$ cat config.mk
export PLATFORM = sky130hd
export DESIGN_NAME = pipeline_hazard_ctrl
export DESIGN_NICKNAME = d
export VERILOG_FILES = /design/src/rtl/pipeline_hazard_ctrl.sv
export SDC_FILE = /design/constraint.sdc
export NUM_CORES = 1
export LEC_CHECK = 0
export ABC_AREA = 1
export CAP_MARGIN = 20
export CORE_MARGIN = 8
export CORE_UTILIZATION = 55
export DETAILED_ROUTE_END_ITERATION = 10
export DONT_BUFFER_PORTS = 1
export GPL_TIMING_DRIVEN = 0
export PLACE_DENSITY = 0.7
export SLEW_MARGIN = 0
export SYNTH_ARGS = -nofsm -noshare
export SYNTH_HDL_FRONTEND = slang
export SYNTH_SLANG_ARGS = --single-unit
$ cat constraint.sdc
create_clock -name clk -period 4.8 [get_ports clk]
set_input_delay 0.96 -clock clk [delete_from_list [all_inputs] [get_ports clk]]
set_output_delay 0.96 -clock clk [all_outputs]
set_load 0.03 [all_outputs]
$ cat src/rtl/pipeline_hazard_ctrl.sv
// ============================================================================
// pipeline_hazard_ctrl
// ----------------------------------------------------------------------------
// Central stall / flush / forward controller for the 5-stage RISC-V pipeline.
// Drives the enable (inverse of Stall*) and clear (Flush*) pins of the IF, ID,
// EX, MEM and WB segment registers.  Resolves load-use, branch/jump and
// data-cache-miss hazards and produces the EX-stage forwarding selects.
// A small miss-wait FSM freezes the pipeline across multi-cycle memory
// accesses, guarded by a watchdog counter that raises a sticky miss_err.
//
// Parameters:
//   MISS_TIMEOUT  cycles in MISS_WAIT before miss_err sets (1..65535)
//   TO_W          width of the saturating watchdog counter
//
// Ports:
//   clk, rst_n              pipeline clock, asynchronous active-low reset
//   BranchE, JalrE          taken branch / JALR resolved in EX
//   JalD                    JAL decoded in ID
//   Rs1D, Rs2D              ID-stage source registers
//   Rs1E, Rs2E, RegReadE    EX-stage source registers and their use flags
//   RdE, RdM, RdW           destination register of EX / MEM / WB
//   MemToRegE               EX instruction is a load
//   RegWriteM, RegWriteW    nonzero when MEM / WB instruction writes a reg
//   DCacheMiss, MemReady    MEM-stage miss (level), memory data return (pulse)
//   Stall*, Flush*          per-stage stall and flush controls
//   Forward1E, Forward2E    00 = regfile, 01 = WB, 10 = MEM
//   miss_err                sticky watchdog error
//
// Optional build macro HAZ_PERF_CNT_EN adds the 32-bit performance counters
// stall_cycles and flush_events.
// ============================================================================
module pipeline_hazard_ctrl #(
    parameter int MISS_TIMEOUT = 255,
    parameter int TO_W         = 16
) (
    input  logic       clk,
    input  logic       rst_n,
    input  logic       BranchE,
    input  logic       JalrE,
    input  logic       JalD,
    input  logic [4:0] Rs1D,
    input  logic [4:0] Rs2D,
    input  logic [4:0] Rs1E,
    input  logic [4:0] Rs2E,
    input  logic [1:0] RegReadE,
    input  logic [4:0] RdE,
    input  logic [4:0] RdM,
    input  logic [4:0] RdW,
    input  logic       MemToRegE,
    input  logic [2:0] RegWriteM,
    input  logic [2:0] RegWriteW,
    input  logic       DCacheMiss,
    input  logic       MemReady,
    output logic       StallF,
    output logic       StallD,
    output logic       StallE,
    output logic       StallM,
    output logic       StallW,
    output logic       FlushF,
    output logic       FlushD,
    output logic       FlushE,
    output logic       FlushM,
    output logic       FlushW,
    output logic [1:0] Forward1E,
    output logic [1:0] Forward2E,
    output logic       miss_err
`ifdef HAZ_PERF_CNT_EN
    ,
    output logic [31:0] stall_cycles,
    output logic [31:0] flush_events
`endif
);

    typedef enum logic {
        IDLE      = 1'b0,
        MISS_WAIT = 1'b1
    } miss_state_t;

    localparam logic [TO_W-1:0] TIMEOUT_V = TO_W'(MISS_TIMEOUT);

    miss_state_t     state;
    miss_state_t     next_state;
    logic [TO_W-1:0] wd_cnt;
    logic [TO_W-1:0] wd_cnt_next;
    logic            freeze;
    logic            load_use;

    // Forwarding select for one EX operand.  The MEM-stage producer is the
    // youngest, so it wins over WB; x0 is never a forwarding source.
    function automatic logic [1:0] fwd_sel(
        input logic       used,
        input logic [4:0] rs,
        input logic [2:0] wr_m,
        input logic [4:0] rd_m,
        input logic [2:0] wr_w,
        input logic [4:0] rd_w
    );
        logic [1:0] sel;
        sel = 2'b00;
        if (used && rs != 5'd0) begin
            if (wr_m != 3'd0 && rd_m == rs) begin
                sel = 2'b10;
            end else if (wr_w != 3'd0 && rd_w == rs) begin
                sel = 2'b01;
            end
        end
        return sel;
    endfunction

    // The watchdog saturates instead of wrapping so a long-lost memory
    // response can never make the counter roll back under the timeout.
    assign wd_cnt_next = (wd_cnt == {TO_W{1'b1}}) ? wd_cnt : wd_cnt + 1'b1;

    // Miss-wait state register plus watchdog.  The counter restarts on every
    // entry to MISS_WAIT; miss_err is set on the edge that brings the counter
    // to MISS_TIMEOUT so it is visible in the same cycle as that count, and
    // only reset clears it.  The freeze is not released by the error.
    always_ff @(posedge clk or negedge rst_n) begin
        if (!rst_n) begin
            state    <= IDLE;
            wd_cnt   <= '0;
            miss_err <= 1'b0;
        end else begin
            state <= next_state;
            if (state == IDLE && next_state == MISS_WAIT) begin
                wd_cnt <= '0;
            end else if (state == MISS_WAIT) begin
                wd_cnt <= wd_cnt_next;
                if (wd_cnt_next == TIMEOUT_V) begin
                    miss_err <= 1'b1;
                end
            end
        end
    end

    // Next-state logic and all hazard outputs.  The freeze releases
    // combinationally in the MemReady cycle so the MEM register captures the
    // returned data on the following edge.  While frozen, control-flow and
    // load-use requests are ignored; they simply re-evaluate once the miss
    // has been serviced.  During reset every segment is held flushed.
    always_comb begin
        next_state = state;
        StallF     = 1'b0;
        StallD     = 1'b0;
        StallE     = 1'b0;
        StallM     = 1'b0;
        StallW     = 1'b0;
        FlushF     = 1'b0;
        FlushD     = 1'b0;
        FlushE     = 1'b0;
        FlushM     = 1'b0;
        FlushW     = 1'b0;
        Forward1E  = 2'b00;
        Forward2E  = 2'b00;

        case (state)
            IDLE:      if (DCacheMiss) next_state = MISS_WAIT;
            MISS_WAIT: if (MemReady)   next_state = IDLE;
            default:   next_state = IDLE;
        endcase

        freeze   = (state == IDLE && DCacheMiss) || (state == MISS_WAIT && !MemReady);
        load_use = MemToRegE && RdE != 5'd0 && (RdE == Rs1D || RdE == Rs2D);

        if (!rst_n) begin
            FlushF = 1'b1;
            FlushD = 1'b1;
            FlushE = 1'b1;
            FlushM = 1'b1;
            FlushW = 1'b1;
        end else begin
            if (freeze) begin
                StallF = 1'b1;
                StallD = 1'b1;
                StallE = 1'b1;
                StallM = 1'b1;
                FlushW = 1'b1;
            end else if (BranchE || JalrE) begin
                FlushD = 1'b1;
                FlushE = 1'b1;
            end else if (load_use) begin
                // A JAL in ID this cycle is held by the stall, not flushed.
                StallF = 1'b1;
                StallD = 1'b1;
                FlushE = 1'b1;
            end else if (JalD) begin
                FlushD = 1'b1;
            end
            Forward1E = fwd_sel(RegReadE[1], Rs1E, RegWriteM, RdM, RegWriteW, RdW);
            Forward2E = fwd_sel(RegReadE[0], Rs2E, RegWriteM, RdM, RegWriteW, RdW);
        end
    end

`ifdef HAZ_PERF_CNT_EN
    // Performance counters: cycles with any stage stalled, and cycles with a
    // control-flow or load-use flush of ID/EX outside a memory freeze.
    always_ff @(posedge clk or negedge rst_n) begin
        if (!rst_n) begin
            stall_cycles <= 32'd0;
            flush_events <= 32'd0;
        end else begin
            if (StallF || StallD || StallE || StallM || StallW) begin
                stall_cycles <= stall_cycles + 32'd1;
            end
            if ((FlushD || FlushE) && !freeze) begin
                flush_events <= flush_events + 32'd1;
            end
        end
    end
`endif

endmodule
* Word level (Yosys, flattened, before mapping)
Index checks and enable logic that the tools add are counted.
Cells by class: muxes and demuxes 30, equality and inequality tests 8, add/subtract/negate cells 1, bitwise gates (word level) 2, reduce and logical (&&, ||, !) cells 22
Operators by type and width (number):
- $mux 16 | 3
- $eq 5x5->1 | 6
- $mux 1 | 20
- $add 16x1->16 const B | 1
- $eq 16x16->1 const B | 1
- $eq 16x8->1 const B | 1
- $reduce_bool 5->1 | 3
- $mux 2 | 6
- $logic_and 1x1->1 | 11
- $reduce_bool 3->1 | 2
- $logic_or 1x1->1 | 3
- $reduce_and 3->1 | 1
- $not 1->1 | 2
- $pmux 1 s2 | 1
- $reduce_bool 2->1 | 1
- $logic_not 1->1 | 1
Storage, ports and cells: input bits 51, register bits 18, output and inout port bits 15, word-level logic and storage cells 66

* Depth between registers and ports, before layout
word-level depth 7, depth in mapped cells 12, mapped depth without buffers 12

* Worst setup path after synthesis
OpenSTA, ideal clock, no wires.
path type input to output, from in DCacheMiss, to out FlushD, arrival 2.429 ns, path buffers 0, data required time 3.840 ns, path slack 1.411 ns, cell stages on the path 6, cell sequence nor2_1 > a21oi_1 > inv_1 > nor2_1 > o21bai_1 > nor2_1
On the way: word-level cells in the longest chain between the ends 4
RTL lines:
- start, declared | RTL line 52 | input logic DCacheMiss,
- $logic_and 1x1->1 | RTL line 162 | freeze = (state == IDLE && DCacheMiss) || (state == MISS_WAIT && !MemReady);
- $logic_or 1x1->1 | RTL line 162
- $mux 1 | RTL line 172 | if (freeze) begin
- $mux 1 | RTL line 165 | if (!rst_n) begin
- end, declared | RTL line 60 | output logic FlushD,
Every way passes these cells.

* Final worst setup path
Ends and elaborated chain as after synthesis.

==> results_dict.tcl <==
set metrics [dict create \
    status "completed" \
    post-route-min-period_ns 3.54 \
    crit_top_cell "nor2_1" \
    leakagePower_nw 0.869 \
    met1_usage_pct 23.8 \
    yosys-top-cells-area "dfrtp_1 (25%), nand2_1 (13%), inv_1 (9.5%), xor2_1 (7.9%), nor2_1 (7.4%)" \
    grt_pass1_wl_mm 7.91 \
    required_ns 3.84 \
    drt_iter0_markers 185 \
    dp_hpwl_mm 3.93 \
    grtUsageTotal_pct 18.6 \
    combPwrFrac_pct 37.1 \
    io_buffers 0 \
    path_buf_inv 1 \
    synth_top_cell_by_area "dfrtp_1" \
    vias 1819 \
    finalNetCount 343 \
    power_switching_mw 0.170 \
    overflow 0 \
    cts_resized 0 \
    whs_ns 0.339 \
    ys_warn_count 0 \
    postRouteAntennaNets 0 \
    critPathMaxFanout 4 \
    intPower_mw 0.250 \
    grtUsageMet2_pct 31.4 \
    critPathLaunchType "primary input" \
    cp-end-kind "primary output" \
    avgSynthCellArea_sq_um 6.23 \
    cp_slowest_stage_delay_ns 0.54 \
    use_met3_pct 4.26 \
    antenna_found_initial 0 \
    clk_pin_slew_ns 0.10 \
    arrival_ns 2.58 \
    drive_above_1_share_pct 6.92 \
    fin_skew_ns 0.00292 \
    ctsRootBufferMaster "clkbuf_4" \
    start_util_pct 57.9 \
    tns_ns 0 \
    slowest_stage "nor2_1" \
    area_delta_synth_final_pct 4.35 \
    clockBufferDepth 2 \
    diodes 0 \
    grt_pass1_vias 1712 \
    max-cap-violations 0 \
    syn_inst 286 \
    wire_per_inst_um 14.5 \
    top_usage_layer "met2" \
    netSwitchingFraction_pct 40.4 \
    fill_cells 323 \
    seqPwrFrac_pct 44.3 \
    syn_area_sq_mm 0.00178 \
    clock_power_share_pct 18.6 \
    yosysMostFrequentCell "nand2_1" \
    timing.final.crit_share_pct 73.8 \
    rr_startpoint "wd_cnt[0]$_DFFE_PN0P_" \
    fin_ws_ns 1.26 \
    post_cts_buffers 0 \
    finalSetupViolations 0 \
    slew_violations 0 \
    ys_dominant_reg_cell "dfrtp_1" \
    die_area_sq_mm 0.00532 \
    ir_worst_vdd_mv 0.256 \
    synth_common_cells "nand2_1 (62), inv_1 (45), nor2_1 (35)" \
    synthDistinctLibCells 31 \
    worstSetupPathType "primary input to primary output" \
    place_ws_ns 1.23 \
    async_flop_share_pct 100 \
    slew_headroom_pct 36.6 \
    cts_buffers 3 \
    die_y_um 72.9 \
    tightest_slew_ns 0.949 \
    synth_seq_cells 18 \
    crit_chain "nor2_1 -> a21oi_1 -> inv_1 -> nor2_1 -> o21bai_1 -> nor2_1" \
    syn_nets 338 \
    vias_per_cell 5.46 \
    die_x_um 72.9 \
    holdBufCountCts 0 \
    hp-class "primary input to async pin" \
    drt-pass1-iter-count 4 \
    synth-edff-count 0 \
    hold_viol_final 0 \
    seq_area_frac_synth_pct 25.3 \
    core_area_sq_mm 0.00308 \
    grt_start_max_net_pins 24 \
    cts.sinks 18 \
    rsz0062_at_grt "no" \
    drcViolationCount 0 \
    p_per_area_mw_per_mm2 226 \
    row_count 20 \
    htree_levels 1 \
    tritoncts "done" \
    io-pin-count 66 \
    startpoint "DCacheMiss" \
    clock_latency_ns 0.30 \
    timing.fmax_mhz 282 \
    routed_wl_mm 4.82 \
    crit_family "simple AND/OR/NAND/NOR gates" \
    place_congestion 0.910 \
    synth_top_area_share_pct 25.3 \
]
[stage by stage]
stage / instance area [sq um] / util, % / power (mW) / instances
after floorplan: 1780 / - / 0.313 / 286
after global placement: 1840 / 59.7 / 0.342 / 330
after detailed placement: 1840 / 59.7 / 0.344 / 330
after CTS: 1860 / 60.4 / 0.422 / 333
after global routing: 1860 / 60.4 / 0.449 / 333
final: 1860 / 60.4 / 0.420 / 333
[layout by cell type (no fill, tap or decap), drive strengths merged]
master / instances
o21ai: 25
nor3: 9
ha: 1
inv: 45
a31oi: 1
a221oi: 2
nor3b: 1
nand4: 12
a21oi: 4
clkbuf: 5
o21bai: 1
o22ai: 6
conb: 1
nand2: 65
nor2: 40
nand3: 19
buf: 5
a211oi: 2
xor2: 16
nor4: 3
a22o: 1
o41ai: 1
xnor2: 3
dfrtp: 18
o221ai: 1
or2: 2
[area by class of cell]
cell class	instances	area, sq um	share of cell area, %
multi-input combinational	216	1110	59.9
buffer	7	48.8	2.62
clock buffer	3	22.5	1.21
inverter	45	169	9.08
sequential	18	450	24.2
tap	44	55.1	2.96
[flip-flops by register name (all words and copies together) (netlist names)]
register,flops
miss_err,1
state,1
wd_cnt,16
[path summary, 6_finish.rpt]
path,endpoint,slack [ns],cells after the start
max,FlushD,1.26,6
min,wd_cnt[1]$_DFFE_PN0P_,0.34,0
max reg2reg,miss_err$_DFFE_PN0P_,2.90,11
min reg2reg,state$_DFF_PN0_,0.55,1
max in group asynchronous,wd_cnt[12]$_DFFE_PN0P_,4.39,0
min in group clk,state$_DFF_PN0_,0.55,1
[power groups by stage]
| stage | combinational (mW) | clock (mW) | sequential (mW) |
|---|---|---|---|
| after floorplan | 0.127 | 0 | 0.186 |
| after global placement | 0.153 | 0 | 0.189 |
| after detailed placement | 0.155 | 0 | 0.189 |
| after CTS | 0.155 | 0.0810 | 0.186 |
| after global routing | 0.177 | 0.0842 | 0.189 |
| final | 0.156 | 0.0782 | 0.186 |
[cell families (layout without fill, tap and decap cells)]
logic type / Yosys count / after routing / synth area share [%]
adder cells (fa/ha/maj): 1 / 1 / 0.702
AO/OA/AOI/OAI: 44 / 44 / 14.5
AND/OR/NAND/NOR: 151 / 151 / 37.8
other: 1 / 1 / 0.210
buffers and inverters: 52 / 55 / 12.2
XOR/XNOR: 19 / 19 / 9.33
flip-flops: 18 / 18 / 25.3
[routing by layer]
layer  share of wire, %  vias up
li1                   -      947
met1                 45      809
met4               0.71        0
met2                 47       57
met5                  0        -
met3                8.1        6
[worst reg2reg max path, stage by stage (launching register included)]
cell,delay [ns]
dfrtp_1,0.42
ha_1,0.27
nand2_1,0.09
nor2_2,0.16
nand2_1,0.13
nor2_2,0.13
nand2_1,0.12
o21ai_2,0.21
nand3_1,0.10
nor2_1,0.11
nand2_1,0.06
nand2_1,0.05
Note: power is estimated with default switching activity, not from simulation.
